--- src/rtl/stack_speed_ctrl.sv ---
// Speed and level controller for the block-stacking game.
// Tracks level and move period, shrinks the period on each stack (halve or
// subtract with a floor clamp), emits the per-period tick and runs the
// idle/play/over/win state machine.
module stack_speed_ctrl #(
  parameter int unsigned WIDTH       = 8,
  parameter int unsigned INIT_PERIOD = 200,
  parameter int unsigned MIN_PERIOD  = 4,
  parameter int unsigned STEP        = 16,
  parameter int unsigned LEVELS      = 15,
  parameter int unsigned LVL_W       = 4
) (
  input  logic             clk,
  input  logic             rst,
  input  logic             start,
  input  logic             stacked,
  input  logic             miss,
  input  logic             mode,
  output logic [WIDTH-1:0] period,
  output logic [LVL_W-1:0] level,
  output logic             tick,
  output logic             playing,
  output logic             game_over,
  output logic             win
);

  localparam logic [1:0] StIdle = 2'd0;
  localparam logic [1:0] StPlay = 2'd1;
  localparam logic [1:0] StOver = 2'd2;
  localparam logic [1:0] StWin  = 2'd3;

  localparam logic [WIDTH-1:0] InitP   = WIDTH'(INIT_PERIOD);
  localparam logic [WIDTH-1:0] MinP    = WIDTH'(MIN_PERIOD);
  localparam logic [WIDTH:0]   StepG   = (WIDTH + 1)'(STEP);
  localparam logic [LVL_W-1:0] LvlWin  = LVL_W'(LEVELS);

  logic [1:0]       state_q, state_d;
  logic [WIDTH-1:0] period_q, period_d;
  logic [LVL_W-1:0] level_q, level_d;
  logic [WIDTH-1:0] cnt_q, cnt_d;
  logic             tick_q, tick_d;

  logic [WIDTH-1:0] half_period;
  logic [WIDTH:0]   sub_diff;
  logic [WIDTH-1:0] sub_period;
  logic [LVL_W-1:0] level_inc;

  // Candidate next periods for both shrink rules, each clamped at the floor.
  always_comb begin
    half_period = period_q >> 1;
    if (half_period < MinP) begin
      half_period = MinP;
    end
    // Guard bit catches a borrow so the subtraction never wraps.
    sub_diff = {1'b0, period_q} - StepG;
    if (sub_diff[WIDTH] || (sub_diff[WIDTH-1:0] < MinP)) begin
      sub_period = MinP;
    end else begin
      sub_period = sub_diff[WIDTH-1:0];
    end
    level_inc = level_q + LVL_W'(1);
  end

  // Next-state logic for FSM, period, level, cycle counter and tick.
  always_comb begin
    state_d  = state_q;
    period_d = period_q;
    level_d  = level_q;
    cnt_d    = cnt_q;
    tick_d   = 1'b0;
    case (state_q)
      StPlay: begin
        if (miss) begin
          // Miss dominates a simultaneous stack.
          state_d = StOver;
        end else if (stacked) begin
          // A stack restarts the period and suppresses any due tick.
          level_d = level_inc;
          cnt_d   = '0;
          if (level_inc == LvlWin) begin
            state_d = StWin;
          end else begin
            period_d = mode ? sub_period : half_period;
          end
        end else if (cnt_q == period_q - WIDTH'(1)) begin
          cnt_d  = '0;
          tick_d = 1'b1;
        end else begin
          cnt_d = cnt_q + WIDTH'(1);
        end
      end
      default: begin
        if (start) begin
          state_d  = StPlay;
          period_d = InitP;
          level_d  = '0;
          cnt_d    = '0;
        end
      end
    endcase
  end

  // State registers with asynchronous active-high reset.
  always_ff @(posedge clk or posedge rst) begin
    if (rst) begin
      state_q  <= StIdle;
      period_q <= InitP;
      level_q  <= '0;
      cnt_q    <= '0;
      tick_q   <= 1'b0;
    end else begin
      state_q  <= state_d;
      period_q <= period_d;
      level_q  <= level_d;
      cnt_q    <= cnt_d;
      tick_q   <= tick_d;
    end
  end

  assign period    = period_q;
  assign level     = level_q;
  assign tick      = tick_q;
  assign playing   = (state_q == StPlay);
  assign game_over = (state_q == StOver);
  assign win       = (state_q == StWin);

endmodule

--- config.mk ---
export PLATFORM = sky130hd
export DESIGN_NAME = stack_speed_ctrl
export DESIGN_NICKNAME = d
export VERILOG_FILES = /design/src/rtl/stack_speed_ctrl.sv
export SDC_FILE = /design/constraint.sdc
export NUM_CORES = 1
export LEC_CHECK = 0
export ABC_AREA = 1
export BUFFER_PORTS_ARGS = -buffer_cell sky130_fd_sc_hd__buf_2
export CORE_UTILIZATION = 39
export DETAILED_ROUTE_END_ITERATION = 10
export PLACE_DENSITY_LB_ADDON = 0.25
export SYNTH_ARGS = -nofsm -noshare
export SYNTH_HDL_FRONTEND = slang
export SYNTH_SLANG_ARGS = --single-unit
--- constraint.sdc ---
create_clock -name clk -period 2.8 [get_ports clk]
set_clock_uncertainty 0.1 [all_clocks]
set_input_delay 0.56 -clock clk [delete_from_list [all_inputs] [get_ports clk]]
set_output_delay 0.56 -clock clk [all_outputs]
set_load 0.05 [all_outputs]
# After elaboration in Yosys (flattened, before gate mapping)
# Index checks and enable logic that the tools add are counted.
[op_classes]
n_reduce_logical = 6
add_sub_neg = 4
n_mux = 26
eq_ne = 10
magnitude_cmp = 2
[op_table]
columns = ["cell", "count"]
rows = [
  ["2-to-1 mux 8 bit", 12],
  ["2-to-1 mux 4 bit", 4],
  ["2-to-1 mux 2 bit", 5],
  ["subtractor 8 x 5 -> 9 bit, second input constant", 1],
  ["adder 8 x 1 -> 8 bit, second input constant", 1],
  ["equality test 8 bit", 1],
  ["less-than comparator 8 x 3 -> 1 bit, second input constant", 1],
  ["subtractor 8 x 1 -> 8 bit, second input constant", 1],
  ["less-than comparator 7 x 3 -> 1 bit, second input constant", 1],
  ["2-to-1 mux 7 bit", 1],
  ["inequality test 2 bit, second input constant", 3],
  ["AND reduction 3 bit", 2],
  ["adder 4 x 1 -> 4 bit, second input constant", 1],
  ["equality test 2 bit, second input constant", 2],
  ["equality test 4 bit, second input constant", 1],
  ["2-to-1 mux 1 bit", 4],
  ["AND reduction 4 bit", 1],
  ["inequality test 3 x 2 -> 1 bit, second input constant", 1],
  ["inequality test 3 bit, second input constant", 1],
  ["equality test 2 x 1 -> 1 bit, second input constant", 1],
  ["AND reduction 2 bit", 1],
  ["nonzero test 2 bit", 1],
  ["logical OR 1 bit", 1],
]
[totals]
input_bits = 6
elab_cells = 53
ff_bits = 23

# Depth between registers and ports, before layout
# Gate-level depths: netlist (run 1).
[logic_depth]
word_depth = 9
depth_mapped = 13
ltp_nobuf = 13

# Worst setup path after synthesis (run 1)
# OpenSTA, ideal clock, no wires.
[synth_path]
kind = "reg-to-reg"
startpoint = "reg period_q[4] (netlist: period[4])"
endpoint = "reg period_q[2] (netlist: period[2])"
path_stages_with_launch = 10
setup_time_ns = 0.120
path_slack_ns = 0.711
arrival_time_ns = 1.869
path_buffers = 0
t_required_ns = 2.580
cell_sequence = "dfrtp_1 > inv_1 > ha_1 > xor2_1 > nor2_1 > nand2_2 > nand3_1 > nand2_2 > nand2_1 > nand2_1"
[synth_between]
elab_chain_len = 9
[synth_rtl]
columns = ["item", "line", "text"]
rows = [
  ["from (decl)", "38", "logic [WIDTH-1:0] period_q, period_d;"],
  ["from (signal assigned)", "107", "period_q <= InitP;"],
  ["from (signal assigned)", "113", "period_q <= period_d;"],
  ["subtractor 8 x 5 -> 9 bit", "55", "sub_diff = {1'b0, period_q} - StepG;"],
  ["less-than comparator 8 x 3 -> 1 bit", "56", "if (sub_diff[WIDTH] || (sub_diff[WIDTH-1:0] < MinP)) begin"],
  ["logical OR 1 bit", "56", ""],
  ["2-to-1 mux 8 bit", "56", ""],
  ["2-to-1 mux 8 bit *", "83", "period_d = mode ? sub_period : half_period;"],
  ["2-to-1 mux 8 bit *", "80", "if (level_inc == LvlWin) begin"],
  ["2-to-1 mux 8 bit *", "76", "end else if (stacked) begin"],
  ["2-to-1 mux 8 bit *", "73", "if (miss) begin"],
  ["2-to-1 mux 8 bit *", "71", "case (state_q)"],
]
# Mark *: on every way between the ends. The rest lies on a longest branch, timed or not. The select of a mux whose other input is x is not followed.
# A chain may end at the register's enable or synchronous reset.

# Worst setup path after layout (run 1)
# Ends and elaborated chain as after synthesis.

==> results.yml, run 1 <==
worst_setup_path:
  r2r-start: "period[4]"
  r2r_cells: 9
  cp-start-kind: "flop"
  cp-end-kind: "flop"
  crit_type: "flop to flop"
  r2r_slack_ns: 0.83
  worstPathRequired_ns: 2.91
  path_max_fanout: 8
  critPathArrivalTime_ns: 2.09
  regToRegEndpoint: "period[2]"
floorplanning:
  start_util_pct: 42.2
  die_area_sq_mm: 0.00475
  io_pins: 22
  die-width_um: 68.9
  row_count: 23
  core-area_sq_mm: 0.00414
  dieHeight_um: 68.9
power_and_ir_drop:
  switching_power_mw: 1.09
  clkPwrFrac_pct: 10.8
  p_leak_nw: 1.05
  swShare_pct: 55.6
  comb_power_share_pct: 60.5
  ir_worst_vdd_v: 0.000610
  p_int_mw: 0.868
  pwr-share-seq_pct: 28.7
  p_per_area_mw_per_mm2: 1000
cts:
  postCtsHoldBufs: 0
  cts_buffer_depth: 2
  clk_pin_slew_worst_paths_ns: 0.08
  clockRootBuffer: "clkbuf_8"
  cts_sinks: 23
  htreeDepth: 1
  clk_latency_ns: 0.27
  cts_setup_buffers: 0
  cts_tree: "done"
  post_cts_resized: 0
  cts_made_buffers: 3
detailed_routing:
  routedWlPerCell_um: 11.2
  drc: 0
  routed_via_density: 4.82
  wirelength_um: 3860
  ant_nets: 0
  first_pass_iters: 4
  vias: 1664
  drtIter0Drc: 116
global_routing:
  grt_max_degree: 24
  grt_use_total_pct: 19.2
  use_met1_pct: 25.8
  met2_usage_pct: 30.3
  grt_pass1_vias: 1482
  antenna_found_initial: 0
  grt_pass1_wl_um: 6630
  grt_overflow: 0
  met3_usage_pct: 3.62
  busiest_layer: "met2"
yosys:
  seq_area_frac_synth_pct: 33.1
  syn-cell-area_sq_mm: 0.00175
  syn_nets: 284
  ys_ff_latch: 23
  ys.warnings.count: 0
  yosysUniqueCellTypes: 23
  synth_cells: 271
  syn_area_per_cell_sq_um: 6.45
cells_and_area:
  area_growth_pct: 11.9
  nets: 309
  drive_gt1_share_pct: 12.5
  final_core_util_pct: 47.2
  insertedDiodeCount: 0
timing:
  rsz0062_at_grt: "no"
  max_clock_freq_mhz: 507
  period_minus_slack_ns: 1.97
  setup_violations: 0
  finalHoldViolations: 0
  max_slew_margin_pct: 39.7
  worst_pin_slew_ns: 0.903
  slew_viol_final: 0
  fin_crit_sh_pct: 70.5
  fin_tns_setup_ns: 0
job:
  cap_viol_max_count: 0
min_path:
  holdCritPathClass: "primary input to async pin"
status:
  outcome: "complete, no violations"
placed_design:
  dp_hpwl_um: 2950
  port_buffers: 21
  place_congestion: 0.857
[layout make-up]
cell class	count	area [sq um]
Clock buffer	4	45.0
Fill cell	452	2190
Inverter	40	155
Multi-Input combinational cell	207	1010
Sequential cell	23	579
Tap cell	50	62.6
Timing Repair Buffer	21	105
[cell families after synthesis]
| kind of cell | count (synthesis) | share of synthesized area, % |
|---|---|---|
| AND/OR/NAND/NOR | 176 | 42.9 |
| buffers and inverters | 41 | 9.16 |
| flip-flops | 23 | 33.1 |
| AO/OA/AOI/OAI | 14 | 4.72 |
| XOR/XNOR | 10 | 5.01 |
| adder cells (fa/ha/maj) | 7 | 5.01 |
[synthesized netlist by cell type]
master / instances / area share, %
inv_6: 1 / 0.50
nand2_2: 2 / 0.72
inv_1: 38 / 8.2
nor2_1: 31 / 6.7
nor2_2: 1 / 0.36
o21ai_0: 8 / 2.3
ha_1: 7 / 5.0
buf_2: 1 / 0.29
nor2_4: 2 / 1.3
nand2_1: 102 / 22
o21bai_1: 4 / 1.7
nand2_4: 2 / 1.3
a21oi_1: 1 / 0.29
inv_2: 1 / 0.21
nor3_1: 2 / 0.57
nand4_1: 3 / 1.1
nand3_1: 30 / 8.6
dfstp_2: 3 / 4.5
dfrtp_1: 20 / 29
xor2_1: 4 / 2.0
xnor2_1: 6 / 3.0
a21boi_0: 1 / 0.43
or2_4: 1 / 0.50
[worst max path at each step]
| stage | start | end | cells past startpoint |
|---|---|---|---|
| floorplan | period[4] | period[2] | 9 |
| global placement | period[4] | period[0] | 9 |
| detailed placement | period[4] | period[1] | 9 |
| CTS | period[4] | period[2] | 9 |
| global route | period[4] | period[1] | 9 |
| finish | period[4] | period[2] | 9 |
[flip-flops by register name, summed over array words and instances (netlist names)]
signal   count
level        4
cnt_q        8
state_q      2
period       8
tick         1
[power groups by stage]
stage	clock (mW)	sequential, mW	combinational [mW]
2_1_floorplan	0	0.721	0.776
3_3_place_gp	0	0.569	1.18
3_5_place_dp	0	0.568	1.19
4_1_cts	0.217	0.561	1.19
5_1_grt	0.230	0.578	1.35
6_report	0.211	0.560	1.18
[stage by stage]
step	hold slack [ns]	std cells	setup slack [ns]	cell area, sq um	total power [mW]
final	0.373	345	0.826	1960	1.96
after global routing	0.452	345	0.598	1960	2.16
after CTS	0.406	345	0.831	1960	1.97
after detailed placement	0.419	341	0.852	1910	1.75
after global placement	0.398	341	0.852	1910	1.75
after floorplan	0.392	271	0.711	1750	1.50
[critical path, stage by stage (launching register included)]
cell and delay (ns):
dfrtp_1 0.51, inv_1 0.15, ha_1 0.27, nand2_1 0.08, nor2_1 0.05, nor2_1 0.29, nand3_1 0.22, nand2_2 0.14
nand2_1 0.06, nand2_1 0.06
[layer usage]
| layer | routed length (um) | part of all wire, % |
|---|---|---|
| met3 | 219 | 5.7 |
| met2 | 1660 | 43 |
| met5 | 0 | 0 |
| met1 | 1930 | 50 |
| met4 | 56 | 1.4 |
[cell usage in the layout (no fill, tap or decap)]
cell type,n
a21boi_0,1
a21oi_1,1
buf_2,21
clkbuf_1,1
clkbuf_8,3
dfrtp_1,20
dfstp_2,3
ha_1,7
inv_1,38
inv_2,1
inv_6,1
nand2_1,102
nand2_2,2
nand2_4,2
nand3_1,30
nand4_1,3
nor2_1,31
nor2_2,1
nor2_4,2
nor3_1,2
o21ai_0,8
o21bai_1,4
or2_4,1
xnor2_1,6
xor2_1,4
(Power assumes the default switching activity.)
==> run 2: changes to the inputs <==
==> constraint.sdc (replaced) <==
create_clock -name clk -period 1.8 [get_ports clk]
set_clock_uncertainty 0.1 [all_clocks]
set_input_delay 0.36 -clock clk [delete_from_list [all_inputs] [get_ports clk]]
set_output_delay 0.36 -clock clk [all_outputs]
set_load 0.05 [all_outputs]
==> results.yml, run 2 (synthesized netlist as in run 1, its figures left out) <==
timing:
  period_minus_slack_ns: 1.69
  slew_viol_final: 0
  max_clock_freq_mhz: 590
  worst_pin_slew_ns: 0.318
  fin_crit_sh_pct: 94.1
  max_slew_margin_pct: 78.6
  fin_tns_setup_ns: 0
  rsz0062_at_grt: "yes"
  holdWs_ns: 0.00868
  finalHoldViolations: 0
  setup_violations: 0
detailed_routing:
  ant_nets: 0
  routed_via_density: 4.90
  vias: 1746
  drtIter0Drc: 123
  wirelength_um: 4180
  routedWlPerCell_um: 11.7
  first_pass_iters: 4
  drc: 0
floorplanning:
  core-area_sq_mm: 0.00414
  io_pins: 22
  dieHeight_um: 68.9
  die_area_sq_mm: 0.00475
  die-width_um: 68.9
  start_util_pct: 42.2
  row_count: 23
worst_setup_path:
  critPathSlowestCell: "dfrtp_2"
  cpMostUsedCell: "nand2_1"
  regToRegEndpoint: "cnt_q[3]"
  critPathTopFamily: "simple AND/OR/NAND/NOR gates"
  r2r_cells: 10
  path_max_fanout: 4
  r2r-start: "period[1]"
  crit_type: "flop to flop"
  crit_start: "period[1]"
  r2r_slack_ns: 0.11
  critical_path.cell_chain: "inv_2 > ha_4 > nand2_1 > nand2_2 > nor2_4 > nand2_1 > nor2_2 > nand3_2 > o21bai_1 > nand2_1"
  cp.buffers_inverters: 1
  critPathArrivalTime_ns: 1.76
  cp-start-kind: "flop"
  max_stage_delay_ns: 0.44
  worstPathRequired_ns: 1.87
  cp-end-kind: "flop"
global_routing:
  grt_overflow: 0
  grt_pass1_wl_um: 6940
  grt_max_degree: 24
  antenna_found_initial: 0
  grt_use_total_pct: 19.7
  grt_pass1_vias: 1600
cts:
  clk_latency_ns: 0.27
  cts_buffer_depth: 2
  clk_pin_slew_worst_paths_ns: 0.09
  cts_tree: "done"
  cts_sinks: 23
  htreeDepth: 1
  cts_made_buffers: 3
  clockRootBuffer: "clkbuf_8"
  postCtsHoldBufs: 0
cells_and_area:
  area_growth_pct: 20.7
  num-fill-cells: 433
  nets: 320
  insertedDiodeCount: 0
  final_cells: 356
  final_core_util_pct: 50.9
  final_common_cell: "nand2_1"
  drive_gt1_share_pct: 22.9
  mostFrequentLayoutCells: "nand2_1 (98), inv_1 (33), nor2_1 (28), nand3_1 (27), buf_2 (21)"
power_and_ir_drop:
  switching_power_mw: 1.82
  clkPwrFrac_pct: 10.4
  pwr-share-seq_pct: 26.2
  p_per_area_mw_per_mm2: 1570
  swShare_pct: 55.0
  p_leak_nw: 1.10
  power_mw: 3.32
  p_int_mw: 1.49
  comb_power_share_pct: 63.4
  ir_worst_vdd_v: 0.000894
job:
  cap_viol_max_count: 0
placed_design:
  port_buffers: 21
  place_congestion: 0.844
  dp_hpwl_um: 3080
  dp.cells: 348
status:
  outcome: "complete, no violations"
min_path:
  holdCritPathClass: "primary input to async pin"
-- run 2: worst max-delay path by stage --
stage	to	slack (ns)	cells past startpoint
CTS	cnt_q[6]	0.03	11
finish	cnt_q[3]	0.11	10
floorplan	period[2]	-0.005	9
global placement	cnt_q[4]	0.08	10
global route	cnt_q[2]	-0.04	12
detailed placement	cnt_q[6]	0.05	11
-- run 2: per-stage QoR --
step	worst slack, ns	cell area (sq um)
5_1_grt	-0.0440	2110
6_report	0.106	2110
3_5_place_dp	0.0493	1970
3_3_place_gp	0.0815	1970
4_1_cts	0.0282	2020
2_1_floorplan	-0.00476	1760
-- run 2: tightest hold or removal path, cell delays in order --
cell and delay (ns):
buf_2 0.09, inv_1 0.04, buf_4 0.29
-- run 2: layer usage --
metal / GRT usage [%] / routed length (um)
met1: 25.7 / 2020
met2: 32.6 / 1930
met3: 2.63 / 166
met4: 7.40 / 56
met5: 0 / 0
-- run 2: repair_timing --
action / CTS / global route
endpoints found under the hold margin: 0 / 0
setup buffers: 0 / 4
gates resized for setup: 0 / 19
setup endpoints to repair: 0 / 13
-- run 2: layout make-up --
class                      count  area, sq um  share of cell area, %
timing repair buffer          32          188                   8.90
multi-input combinational    207         1070                   50.8
clock buffer                   4         45.0                   2.14
tap                           50         62.6                   2.97
inverter                      40          158                   7.47
sequential                    23          586                   27.8
-- run 2: power groups by stage --
stage          Clock [mW]  Sequential [mW]  Combinational [mW]
2_1_floorplan           0             1.13                1.21
3_3_place_gp            0            0.874                1.92
3_5_place_dp            0            0.878                1.94
4_1_cts             0.347            0.869                1.95
5_1_grt             0.373            0.894                2.33
6_report            0.345            0.869                2.10
